**config.mk**
```make
export PLATFORM = sky130hd
export DESIGN_NAME = kgp_mc_sequencer
export DESIGN_NICKNAME = d
export VERILOG_FILES = /design/src/rtl/kgp_pkg.sv /design/src/rtl/kgp_opdecode.sv /design/src/rtl/kgp_mc_sequencer.sv
export SDC_FILE = /design/constraint.sdc
export NUM_CORES = 1
export LEC_CHECK = 0
export BUFFER_PORTS_ARGS = -buffer_cell sky130_fd_sc_hd__buf_2
export CAP_MARGIN = 20
export CORE_ASPECT_RATIO = 0.7
export CORE_UTILIZATION = 46
export CTS_CLUSTER_DIAMETER = 60
export DETAILED_ROUTE_END_ITERATION = 8
export GPL_TIMING_DRIVEN = 1
export PLACE_DENSITY = 0.75
export SLEW_MARGIN = 30
export SYNTH_ARGS = -nofsm -noshare
export SYNTH_HDL_FRONTEND = slang
export SYNTH_SLANG_ARGS = --single-unit
```
**constraint.sdc**
```tcl
create_clock -name clk -period 2.3 [get_ports clk]
set_input_delay 0.69 -clock clk [delete_from_list [all_inputs] [get_ports clk]]
set_output_delay 0.69 -clock clk [all_outputs]
set_load 0.005 [all_outputs]
```
**src/rtl/kgp_pkg.sv**
```systemverilog
// kgp_pkg: shared types and constants for the KGP multi-cycle sequencer.
//   state_e   - sequencer states (encoding is visible on the debug port state_o)
//   opclass_e - instruction class produced by the opcode classifier
//   OP_*      - primary opcode values (instr[31:26])
//   ALUOP_*   - operation class codes sent to the ALU control unit
package kgp_pkg;

    typedef enum logic [2:0] {
        ST_IDLE   = 3'd0,
        ST_FETCH  = 3'd1,
        ST_DECODE = 3'd2,
        ST_EXEC   = 3'd3,
        ST_MEM    = 3'd4,
        ST_WB     = 3'd5,
        ST_HALT   = 3'd6
    } state_e;

    typedef enum logic [2:0] {
        CLS_ALU     = 3'd0,
        CLS_LOAD    = 3'd1,
        CLS_STORE   = 3'd2,
        CLS_BRANCH  = 3'd3,
        CLS_HALT    = 3'd4,
        CLS_ILLEGAL = 3'd5
    } opclass_e;

    localparam logic [5:0] OP_ALU0   = 6'b000000;
    localparam logic [5:0] OP_ALU1   = 6'b000001;
    localparam logic [5:0] OP_ALU2   = 6'b000010;
    localparam logic [5:0] OP_ALU3   = 6'b000011;
    localparam logic [5:0] OP_ALU4   = 6'b000100;
    localparam logic [5:0] OP_LOAD   = 6'b000101;
    localparam logic [5:0] OP_STORE  = 6'b000110;
    localparam logic [5:0] OP_BRANCH = 6'b000111;
    localparam logic [5:0] OP_HALT   = 6'b001000;

    localparam logic [2:0] ALUOP_CLS0 = 3'b000;
    localparam logic [2:0] ALUOP_CLS1 = 3'b001;
    localparam logic [2:0] ALUOP_CLS2 = 3'b010;
    localparam logic [2:0] ALUOP_CLS5 = 3'b101;
    localparam logic [2:0] ALUOP_CLS6 = 3'b110;

    // Address computation for load/store reuses ALU class 101 with this funct.
    localparam logic [5:0] FUNCT_ADDR = 6'b000001;

endpackage

```
**src/rtl/kgp_opdecode.sv**
```systemverilog
// kgp_opdecode: combinational opcode classifier.
//   opcode_i    - primary opcode (instr[31:26])
//   aluop_o     - ALU operation class for this opcode (000 for non-ALU classes)
//   funct_ovr_o - 1: replace funct with FUNCT_ADDR (load/store address add)
//   class_o     - instruction class steering the sequencer
module kgp_opdecode
    import kgp_pkg::*;
(
    input  logic [5:0] opcode_i,
    output logic [2:0] aluop_o,
    output logic       funct_ovr_o,
    output opclass_e   class_o
);

    always_comb begin
        aluop_o     = ALUOP_CLS0;
        funct_ovr_o = 1'b0;
        class_o     = CLS_ILLEGAL;
        case (opcode_i)
            OP_ALU0:   begin aluop_o = ALUOP_CLS0; class_o = CLS_ALU; end
            OP_ALU1:   begin aluop_o = ALUOP_CLS1; class_o = CLS_ALU; end
            OP_ALU2:   begin aluop_o = ALUOP_CLS2; class_o = CLS_ALU; end
            OP_ALU3:   begin aluop_o = ALUOP_CLS5; class_o = CLS_ALU; end
            OP_ALU4:   begin aluop_o = ALUOP_CLS6; class_o = CLS_ALU; end
            OP_LOAD: begin
                aluop_o     = ALUOP_CLS5;
                funct_ovr_o = 1'b1;
                class_o     = CLS_LOAD;
            end
            OP_STORE: begin
                aluop_o     = ALUOP_CLS5;
                funct_ovr_o = 1'b1;
                class_o     = CLS_STORE;
            end
            OP_BRANCH: class_o = CLS_BRANCH;
            OP_HALT:   class_o = CLS_HALT;
            default:   class_o = CLS_ILLEGAL;
        endcase
    end

endmodule

```
**src/rtl/kgp_mc_sequencer.sv**
```systemverilog
// kgp_mc_sequencer: multi-cycle instruction sequencer
// (IDLE -> FETCH -> DECODE -> EXEC -> [MEM] -> [WB] -> FETCH, terminal HALT).
//   clk, rst         - clock; asynchronous active-high reset
//   start            - leave IDLE and begin fetching
//   instr            - instruction bus, latched on the FETCH ack cycle
//   mem_ack          - completion of the current memory request
//   mem_req/mem_we   - memory request / write qualifier
//   addr_sel         - 0 = PC, 1 = ALU result
//   ir_load, pc_inc, pc_branch, alu_en, reg_write - one-cycle strobes
//   aluop, alu_funct - registered ALU control, updated in DECODE
//   state_o          - current state (debug)
//   halted, fault    - sticky status
module kgp_mc_sequencer
    import kgp_pkg::*;
#(
    parameter int unsigned MEM_WAIT_MAX = 15
) (
    input  logic        clk,
    input  logic        rst,
    input  logic        start,
    input  logic [31:0] instr,
    input  logic        mem_ack,
    output logic        mem_req,
    output logic        mem_we,
    output logic        addr_sel,
    output logic        ir_load,
    output logic        pc_inc,
    output logic        pc_branch,
    output logic        alu_en,
    output logic        reg_write,
    output logic [2:0]  aluop,
    output logic [5:0]  alu_funct,
    output logic [2:0]  state_o,
    output logic        halted,
    output logic        fault
);

    localparam int unsigned       WAIT_W   = $clog2(MEM_WAIT_MAX + 2);
    localparam logic [WAIT_W-1:0] WAIT_LIM = WAIT_W'(MEM_WAIT_MAX);

    state_e            state_q, state_d;
    opclass_e          class_q, class_d;
    logic [5:0]        ir_op_q, ir_op_d;
    logic [5:0]        ir_fn_q, ir_fn_d;
    logic [2:0]        aluop_q, aluop_d;
    logic [5:0]        funct_q, funct_d;
    logic [WAIT_W-1:0] wait_q, wait_d, wait_inc;
    logic              halted_q, halted_d;
    logic              fault_q, fault_d;
    logic              waiting;
    logic              wait_hit;

    logic [2:0]        dec_aluop;
    logic              dec_ovr;
    opclass_e          dec_class;

    // Only opcode and funct are kept from the instruction word.
    logic              unused_instr_bits;
    assign unused_instr_bits = ^instr[25:6];

    kgp_opdecode u_opdecode (
        .opcode_i    (ir_op_q),
        .aluop_o     (dec_aluop),
        .funct_ovr_o (dec_ovr),
        .class_o     (dec_class)
    );

    // Saturating wait count; the timeout fires in the cycle whose count
    // would reach MEM_WAIT_MAX, so exactly MEM_WAIT_MAX wait cycles elapse.
    assign waiting  = ((state_q == ST_FETCH) || (state_q == ST_MEM)) && !mem_ack;
    assign wait_inc = (wait_q >= WAIT_LIM) ? wait_q : wait_q + WAIT_W'(1);
    assign wait_hit = (wait_inc >= WAIT_LIM);

    always_comb begin
        state_d   = state_q;
        class_d   = class_q;
        ir_op_d   = ir_op_q;
        ir_fn_d   = ir_fn_q;
        aluop_d   = aluop_q;
        funct_d   = funct_q;
        fault_d   = fault_q;
        mem_req   = 1'b0;
        mem_we    = 1'b0;
        addr_sel  = 1'b0;
        ir_load   = 1'b0;
        pc_inc    = 1'b0;
        pc_branch = 1'b0;
        alu_en    = 1'b0;
        reg_write = 1'b0;

        case (state_q)
            ST_IDLE: begin
                if (start) state_d = ST_FETCH;
            end
            ST_FETCH: begin
                mem_req = 1'b1;
                if (mem_ack) begin
                    ir_load = 1'b1;
                    pc_inc  = 1'b1;
                    ir_op_d = instr[31:26];
                    ir_fn_d = instr[5:0];
                    state_d = ST_DECODE;
                end else if (wait_hit) begin
                    fault_d = 1'b1;
                    state_d = ST_HALT;
                end
            end
            ST_DECODE: begin
                aluop_d = dec_aluop;
                funct_d = dec_ovr ? FUNCT_ADDR : ir_fn_q;
                class_d = dec_class;
                case (dec_class)
                    CLS_ALU, CLS_LOAD, CLS_STORE: state_d = ST_EXEC;
                    CLS_BRANCH: begin
                        pc_branch = 1'b1;
                        state_d   = ST_FETCH;
                    end
                    CLS_HALT: state_d = ST_HALT;
                    default: begin
                        fault_d = 1'b1;
                        state_d = ST_HALT;
                    end
                endcase
            end
            ST_EXEC: begin
                alu_en  = 1'b1;
                state_d = ((class_q == CLS_LOAD) || (class_q == CLS_STORE)) ? ST_MEM : ST_WB;
            end
            ST_MEM: begin
                mem_req  = 1'b1;
                addr_sel = 1'b1;
                mem_we   = (class_q == CLS_STORE);
                if (mem_ack) begin
                    state_d = (class_q == CLS_LOAD) ? ST_WB : ST_FETCH;
                end else if (wait_hit) begin
                    fault_d = 1'b1;
                    state_d = ST_HALT;
                end
            end
            ST_WB: begin
                reg_write = 1'b1;
                state_d   = ST_FETCH;
            end
            ST_HALT: state_d = ST_HALT;
            default: state_d = ST_IDLE;
        endcase

        halted_d = halted_q || (state_d == ST_HALT);

        if (state_d != state_q) begin
            wait_d = '0;
        end else if (waiting) begin
            wait_d = wait_inc;
        end else begin
            wait_d = wait_q;
        end
    end

    always_ff @(posedge clk or posedge rst) begin
        if (rst) begin
            state_q  <= ST_IDLE;
            class_q  <= CLS_ALU;
            ir_op_q  <= '0;
            ir_fn_q  <= '0;
            aluop_q  <= '0;
            funct_q  <= '0;
            wait_q   <= '0;
            halted_q <= 1'b0;
            fault_q  <= 1'b0;
        end else begin
            state_q  <= state_d;
            class_q  <= class_d;
            ir_op_q  <= ir_op_d;
            ir_fn_q  <= ir_fn_d;
            aluop_q  <= aluop_d;
            funct_q  <= funct_d;
            wait_q   <= wait_d;
            halted_q <= halted_d;
            fault_q  <= fault_d;
        end
    end

    assign aluop     = aluop_q;
    assign alu_funct = funct_q;
    assign state_o   = state_q;
    assign halted    = halted_q;
    assign fault     = fault_q;

endmodule

```
==> impl_metrics.env, run 1 <==
export IMPL_cts_tree="yes"
export IMPL_finalWorstSetupSlack_ps=76.0
export IMPL_synth_area_top_cells="dfrtp_1, mux2_2, nand2_1, a21oi_1, nor3_1"
export IMPL_hold_viol=0
export IMPL_finalCritPeriodShare_pct=96.7
export IMPL_drive_above_1_share_pct=37.4
export IMPL_leakagePower_nw=1.09
export IMPL_clkTransAtPathRegs_ps=70
export IMPL_grt_max_degree=35
export IMPL_cts_buffers_inserted=5
export IMPL_ios=58
export IMPL_yosys_area_top_type_share_pct=44.4
export IMPL_clock_latency_ps=290
export IMPL_r2r_end="wait_q[0]$_DFFE_PP0P_"
export IMPL_finalSetupViolCount=0
export IMPL_cp_end_kind="primary output"
export IMPL_synth_top_area_cell="dfrtp_1"
export IMPL_final_cells=295
export IMPL_cts_path_max_buffers=2
export IMPL_antenna_found_initial=0
export IMPL_tns_ps=0
export IMPL_critPathMaxFanout=5
export IMPL_worst_slew_pin_slew_ps=574
export IMPL_grt_pass1_vias=1496
export IMPL_first_iter_violations=122
export IMPL_pre_cts_ws_ps=42.9
export IMPL_fp_dieW_um=79.2
export IMPL_yosysUniqueCellTypes=49
export IMPL_detail_route_antenna_nets=0
export IMPL_hp_class="primary input to asynchronous set/reset pin"
export IMPL_cts_root_buf="clkbuf_8"
export IMPL_ys_ff_latch=34
export IMPL_rrSetupSlack_ps=120
export IMPL_num_vias=1666
export IMPL_diodes=0
export IMPL_area_growth_pct=24.3
export IMPL_clock_sinks=34
export IMPL_wl_um=4320
export IMPL_worst_r2r_startpoint="wait_q[0]$_DFFE_PP0P_"
export IMPL_gp_congestion=0.877
export IMPL_routedWlPerCell_um=14.6
export IMPL_status="complete, no violations"
export IMPL_ys_seq_area_share_pct=44.4
export IMPL_timing_fmax_mhz=450
export IMPL_whs_ps=479
export IMPL_period_minus_slack_ps=2220
export IMPL_slew_violations=0
export IMPL_fill_cells=356
export IMPL_grt_remaining_overflow=0
export IMPL_grtUsageMet1_pct=33.5
export IMPL_vias_per_cell=5.65
export IMPL_rsz0062_at_grt="no"
export IMPL_fp_dieH_um=56.0
export IMPL_maxCapViolations=0
export IMPL_synth_edf_count=0
export IMPL_h_tree_depth=2
export IMPL_crit_type="flip-flop to primary output"
export IMPL_yosysMostFrequentCell="dfrtp_1"
export IMPL_portBuffers=37
export IMPL_hpwl_um=3180
export IMPL_netlist_instances=194
export IMPL_required_ps=1610
export IMPL_async_flop_share_pct=100
export IMPL_avgSynthCellArea_um2=9.89
export IMPL_skew_ps=9.75
export IMPL_dpl_cell_count=285
export IMPL_die_area_um2=4440
export IMPL_rr_worst_depth=8
export IMPL_grt_met3_usage_pct=6.56
export IMPL_synth_top_cells_by_count="dfrtp_1, nand2_1, nor2_1"
export IMPL_use_met2_pct=29.1
export IMPL_coreArea_um2=3950
export IMPL_nets=280
export IMPL_crit_arrival_ps=1530
export IMPL_finalPower_mw=2.99
export IMPL_dr_pass1_iters=4
export IMPL_multiInputGateArea_um2=1020
export IMPL_busiest_layer="met1"
export IMPL_start_kind="flip-flop"
export IMPL_seq_area_um2=853
export IMPL_yosysWarnings=0
export IMPL_synth_fp_nets=232
export IMPL_drc=0
export IMPL_ir_drop_mv=0.825
export IMPL_start_util_pct=48.6
export IMPL_power_density_nw_per_um2=1260
export IMPL_grt_usage_pct=21.8
export IMPL_slew_headroom_pct=61.5
export IMPL_netlist_area_um2=1920
export IMPL_rows=19
export IMPL_grt_pass1_wl_um=7260
export IMPL_ys_flop_type="dfrtp_1"
-- state kept, by name, indices dropped and copies added (netlist names) --
name       cells
alu_funct      6
ir_fn_q        6
ir_op_q        6
wait_q         5
aluop          3
class_q        3
state_o        3
fault          1
halted         1
-- logic make-up after synthesis --
logic type               after synthesis  synth area share (%)
multiplexers                          12                  6.98
flip-flops                            34                  44.4
AND/OR/NAND/NOR                       62                  16.2
adder cells (fa/ha/maj)                2                  1.30
XOR/XNOR                               7                  3.20
buffers and inverters                 22                  5.28
AO/OA/AOI/OAI                         55                  22.6
-- power breakdown --
group | total (mW) | switching, mW | internal [mW]
Combinational | 1.48 | 0.761 | 0.714
Clock | 0.465 | 0.225 | 0.240
Sequential | 1.05 | 0.224 | 0.830
Total | 2.99 | 1.21 | 1.79
-- critical path: stages, from the launching register on --
cell and delay (ps):
dfrtp_1 440, or3_4 350, or2_4 280, nor2_4 80, buf_2 110
-- area by class of cell --
cell class              count  area share, %
inverters                   9           1.42
well taps                  52           2.73
clock inverters             2          0.525
flip-flops and latches     34           35.8
clock buffers               6           3.46
repair buffers             54           13.1
multi-input cells         138           42.9
-- layout by cell type (no fill, tap or decap), drive strengths merged, types with 3 or more instances in the layout --
cell type / n
buf: 54
nor2: 12
nand2: 17
a31oi: 5
and3: 3
a22o: 5
dfrtp: 34
nand2b: 4
nand3: 4
clkbuf: 6
a211o: 3
o31ai: 4
xor2: 5
inv: 9
nor3: 10
o21ai: 9
a21oi: 10
mux2: 11
nor4b: 3
-- how the worst max path moves through the flow --
stage,startpoint,to,slack [ps],cells after the start
final,ir_op_q[4]$_DFFE_PP0P_,pc_branch,80,4
after detailed placement,wait_q[0]$_DFFE_PP0P_,wait_q[1]$_DFFE_PP0P_,40,8
after floorplan,mem_ack,pc_inc,40,5
after global placement,wait_q[0]$_DFFE_PP0P_,wait_q[0]$_DFFE_PP0P_,70,8
after global routing,wait_q[0]$_DFFE_PP0P_,wait_q[1]$_DFFE_PP0P_,3,8
after CTS,ir_op_q[5]$_DFFE_PP0P_,pc_branch,0.3,4
-- what timing repair did --
action	CTS	global route
endpoints found under the hold margin	0	0
hold buffers	0	0
resized for setup	2	11
setup buffers	2	0
endpoints found under the setup margin	1	12
pin swaps	2	5
gates cloned	0	0
-- through the flow --
stage	instance area, µm²	utilization [%]
6_report	2380	60.4
3_5_place_dp	2210	56.1
2_1_floorplan	1920	-
5_1_grt	2380	60.4
4_1_cts	2330	58.9
3_3_place_gp	2210	56.1
-- routing by layer --
metal  part of all wire (%)  up-vias
li1                       -      807
met1                     51      803
met2                     41       51
met3                    6.4        5
met4                    1.0        0
met5                      0        -
Power figures use the tool's default switching activity.
==> run 2, diff against run 1 <==
- ABC_AREA: not set -> 1
- PLACE_DENSITY: 0.75 -> 0.76
==> impl_metrics.env, run 2 <==
export IMPL_critPathMaxFanout=6
export IMPL_skew_ps=8.25
export IMPL_finalWorstSetupSlack_ps=71.7
export IMPL_dr_pass1_iters=4
export IMPL_finalCritPeriodShare_pct=96.9
export IMPL_period_minus_slack_ps=2230
export IMPL_cp_end_kind="primary output"
export IMPL_yosysMostFrequentCell="nand2_1"
export IMPL_diodes=0
export IMPL_placed_area_um2=2160
export IMPL_antenna_found_initial=0
export IMPL_tns_ps=0
export IMPL_clkTransAtPathRegs_ps=70
export IMPL_dpl_cell_count=331
export IMPL_leakagePower_nw=1.22
export IMPL_hold_buffers=0
export IMPL_design_area_um2=2380
export IMPL_clock_sinks=34
export IMPL_ys_flop_type="dfrtp_1"
export IMPL_routedWlPerCell_um=12.1
export IMPL_synth_area_top_cells="dfrtp_1, nand2_1, o21ai_0, nand3_1, inv_1"
export IMPL_cts_tree="yes"
export IMPL_grt_max_degree=35
export IMPL_yosysWarnings=0
export IMPL_vias_per_cell=4.94
export IMPL_area_growth_pct=27.0
export IMPL_rows=18
export IMPL_pre_cts_ws_ps=5.80
export IMPL_die_area_um2=4340
export IMPL_status="complete, no violations"
export IMPL_power_density_nw_per_um2=1280
export IMPL_grt_remaining_overflow=0
export IMPL_ys_ff_latch=34
export IMPL_drc=0
export IMPL_synth_top_cells_by_count="nand2_1, dfrtp_1, inv_1"
export IMPL_num_vias=1684
export IMPL_final_cells=341
export IMPL_required_ps=1610
export IMPL_drive_above_1_share_pct=37.8
export IMPL_nets=328
export IMPL_hold_viol=0
export IMPL_fp_dieW_um=78.3
export IMPL_cts_path_max_buffers=2
export IMPL_detail_route_antenna_nets=0
export IMPL_start_util_pct=50.7
export IMPL_rsz0062_at_grt="yes"
export IMPL_slew_headroom_pct=71.9
export IMPL_finalPower_mw=3.05
export IMPL_synth_edf_count=0
export IMPL_crit_type="flip-flop to primary output"
export IMPL_wl_um=4120
export IMPL_crit_arrival_ps=1540
export IMPL_worst_slew_pin_slew_ps=421
export IMPL_slew_violations=0
export IMPL_first_iter_violations=141
export IMPL_yosys_area_top_type_share_pct=45.4
export IMPL_finalSetupViolCount=0
export IMPL_ys_seq_area_share_pct=45.4
export IMPL_layout_common_cells="nand2_1, buf_2, dfrtp_1"
export IMPL_ios=58
export IMPL_grt_usage_pct=20.2
export IMPL_coreArea_um2=3690
export IMPL_synth_fp_nets=279
export IMPL_utilization_pct=64.4
export IMPL_start_kind="flip-flop"
export IMPL_whs_ps=476
export IMPL_hp_class="primary input to asynchronous set/reset pin"
export IMPL_h_tree_depth=2
export IMPL_ir_drop_mv=0.600
export IMPL_cts_buffers_inserted=5
export IMPL_grt_pass1_vias=1453
export IMPL_maxCapViolations=0
export IMPL_yosysUniqueCellTypes=30
export IMPL_netlist_instances=241
export IMPL_async_flop_share_pct=100
export IMPL_clock_latency_ps=290
export IMPL_hpwl_um=3010
export IMPL_fp_dieH_um=55.4
export IMPL_cts_root_buf="clkbuf_8"
export IMPL_netlist_area_um2=1870
export IMPL_portBuffers=37
export IMPL_grt_pass1_wl_um=6710
export IMPL_final_common_cell="nand2_1"
export IMPL_avgSynthCellArea_um2=7.77
export IMPL_synth_top_area_cell="dfrtp_1"
export IMPL_timing_fmax_mhz=449
export IMPL_gp_congestion=0.900
==> run 2: per-layer routing <==
layer,wire (µm),GRT usage [%],vias up
li1,-,-,882
met1,2160,30.8,754
met2,1700,26.6,46
met3,246,6.12,2
met4,17,7.14,0
met5,0,0,-
==> run 2: path summary, 6_finish.rpt <==
check	from	to	slack (ps)	depth (start not counted)
setup / recovery	state_o[1]$_DFF_PP0_	mem_we	70	4
hold / removal	rst	wait_q[1]$_DFFE_PP0P_	480	3
setup reg to reg	wait_q[0]$_DFFE_PP0P_	wait_q[4]$_DFFE_PP0P_	70	15
hold reg to reg	ir_fn_q[1]$_DFFE_PP0P_	ir_fn_q[1]$_DFFE_PP0P_	480	2
max in group asynchronous	rst	state_o[0]$_DFF_PP0_	1480	3
min in group clk	ir_fn_q[1]$_DFFE_PP0P_	ir_fn_q[1]$_DFFE_PP0P_	480	2
==> run 2: layout make-up <==
| type | instances | area (µm²) |
|---|---|---|
| inverters | 34 | 133 |
| fillers | 342 | 1320 |
| repair buffers | 46 | 265 |
| clock buffers | 6 | 82.6 |
| clock inverters | 2 | 12.5 |
| flip-flops and latches | 34 | 852 |
| multi-input cells | 169 | 971 |
| well taps | 50 | 62.6 |
==> run 2: what timing repair did <==
item,CTS,global route
buffers inserted,0,2
setup endpoints to repair,1,8
gates resized for setup,2,27
pin swaps,0,12
==> run 2: critical path: stages, from the launching register on <==
cell,delay (ps)
dfrtp_1,460
nor3_2,310
inv_2,100
nor4_1,210
buf_2,170
==> run 2: logic make-up after synthesis <==
kind of cell             share of synthesized area [%]
AND/OR/NAND/NOR                                   34.6
buffers and inverters                             8.22
AO/OA/AOI/OAI                                     10.4
flip-flops                                        45.4
adder cells (fa/ha/maj)                           1.34
==> run 2: where the power goes <==
group / total, mW / leakage, nW / switching (mW) / internal [mW]
registers: 1.04 / 0.420 / 0.193 / 0.843
logic: 1.56 / 0.751 / 0.965 / 0.590
clock network: 0.454 / 0.0472 / 0.214 / 0.240
==> run 3, diff against run 2 <==
- RECOVER_POWER: not set -> 50
==> impl_metrics.env, run 3 (same netlist as run 2, synthesis figures left out) <==
export IMPL_status="complete, no violations"
export IMPL_utilization_pct=64.3
export IMPL_grt_remaining_overflow=0
export IMPL_path_cells="nor3_2, inv_2, nor4_1, buf_2"
export IMPL_min_from="ir_fn_q[1]$_DFFE_PP0P_"
export IMPL_final_common_cell="nand2_1"
export IMPL_rsz0062_at_grt="yes"
export IMPL_fp_dieH_um=55.4
export IMPL_timing_fmax_mhz=449
export IMPL_diodes=0
export IMPL_hp_class="flip-flop to flip-flop"
export IMPL_gp_congestion=0.900
export IMPL_ios=58
export IMPL_power_density_nw_per_um2=1280
export IMPL_period_minus_slack_ps=2230
export IMPL_cts_buffers_inserted=5
export IMPL_wl_um=4120
export IMPL_fill_cells=341
export IMPL_drc=0
export IMPL_grt_max_degree=35
export IMPL_final_cells=341
export IMPL_detail_route_antenna_nets=0
export IMPL_finalCritPeriodShare_pct=96.9
export IMPL_coreArea_um2=3690
export IMPL_hold_path_depth=2
export IMPL_worst_slew_pin_slew_ps=816
export IMPL_layout_common_cells="nand2_1, buf_2, dfrtp_1"
export IMPL_required_ps=1610
export IMPL_ir_drop_mv=0.600
export IMPL_vias_per_cell=4.94
export IMPL_routedWlPerCell_um=12.1
export IMPL_slew_violations=0
export IMPL_maxCapViolations=0
export IMPL_grt_usage_pct=20.2
export IMPL_hpwl_um=3010
export IMPL_rows=18
export IMPL_hold_viol=0
export IMPL_rr_worst_depth=15
export IMPL_cts_path_max_buffers=2
export IMPL_clock_sinks=34
export IMPL_skew_ps=8.25
export IMPL_dpl_cell_count=331
export IMPL_cts_tree="yes"
export IMPL_nets=328
export IMPL_area_growth_pct=26.9
export IMPL_slowest_delay_ps=460
export IMPL_cts_root_buf="clkbuf_8"
export IMPL_finalSetupViolCount=0
export IMPL_critPathMaxFanout=6
export IMPL_cpMaxStageDelayCell="dfrtp_1"
export IMPL_finalPower_mw=3.04
export IMPL_slew_headroom_pct=45.6
export IMPL_rrSetupSlack_ps=70
export IMPL_first_iter_violations=141
export IMPL_die_area_um2=4340
export IMPL_leakagePower_nw=1.22
export IMPL_crit_arrival_ps=1540
export IMPL_portBuffers=37
export IMPL_fp_dieW_um=78.3
export IMPL_crit_type="flip-flop to primary output"
export IMPL_grt_pass1_wl_um=6710
export IMPL_drive_above_1_share_pct=37.8
export IMPL_h_tree_depth=2
export IMPL_num_vias=1684
export IMPL_min_to="ir_fn_q[1]$_DFFE_PP0P_"
export IMPL_clock_latency_ps=290
export IMPL_start_kind="flip-flop"
export IMPL_cp_end_kind="primary output"
export IMPL_antenna_found_initial=0
export IMPL_dr_pass1_iters=4
export IMPL_r2r_end="wait_q[4]$_DFFE_PP0P_"
export IMPL_start_util_pct=50.7
export IMPL_grt_pass1_vias=1453
export IMPL_worst_r2r_startpoint="wait_q[0]$_DFFE_PP0P_"
export IMPL_clkTransAtPathRegs_ps=70
[run 3: worst max-delay path, delay by kind of cell, from the launching register on]
kind          cells  cell delay [ps]
simple gates      2              520
flops             1              460
buf+inv           2              270
[run 3: layout make-up]
cell class,count,area [µm²],area share (%)
inverter,34,133,5.58
multi-input combinational,169,971,40.9
sequential,34,852,35.9
clock buffer,6,82.6,3.48
tap,50,62.6,2.63
clock inverter,2,12.5,0.527
timing repair buffer,46,263,11.1
[run 3: worst max path at each step]
stage,from,depth (start not counted),end
final,state_o[1]$_DFF_PP0_,4,mem_we
after global routing,wait_q[0]$_DFFE_PP0P_,15,wait_q[4]$_DFFE_PP0P_
after CTS,state_o[0]$_DFF_PP0_,6,pc_inc
after detailed placement,wait_q[0]$_DFFE_PP0P_,15,wait_q[4]$_DFFE_PP0P_
after global placement,wait_q[0]$_DFFE_PP0P_,15,wait_q[1]$_DFFE_PP0P_
after floorplan,state_o[0]$_DFF_PP0_,7,pc_inc
[run 3: routing by layer]
| metal | routed length, µm | global-route usage (%) |
|---|---|---|
| met1 | 2160 | 30.8 |
| met2 | 1700 | 26.6 |
| met3 | 246 | 6.12 |
| met4 | 17 | 7.14 |
| met5 | 0 | 0 |
[run 3: power breakdown]
group / switching (mW) / internal (mW)
combinational: 0.965 / 0.590
clock: 0.214 / 0.240
sequential: 0.193 / 0.843
[run 3: timing repair]
item,CTS,global route
gates resized for setup,2,27
endpoints found under the hold margin,0,0
setup buffers,0,2
setup endpoints to repair,1,8
hold buffers,0,0
pin swaps,0,12
[run 3: metrics by stage]
stage	hold slack (ps)	TNS [ps]	instance area [µm²]	setup WS [ps]
after global routing	494	-319	2380	-85.8
after floorplan	442	0	1870	224
after global placement	457	0	2160	40.1
after detailed placement	460	0	2160	5.80
final	476	0	2380	71.7
after CTS	477	0	2270	5.59
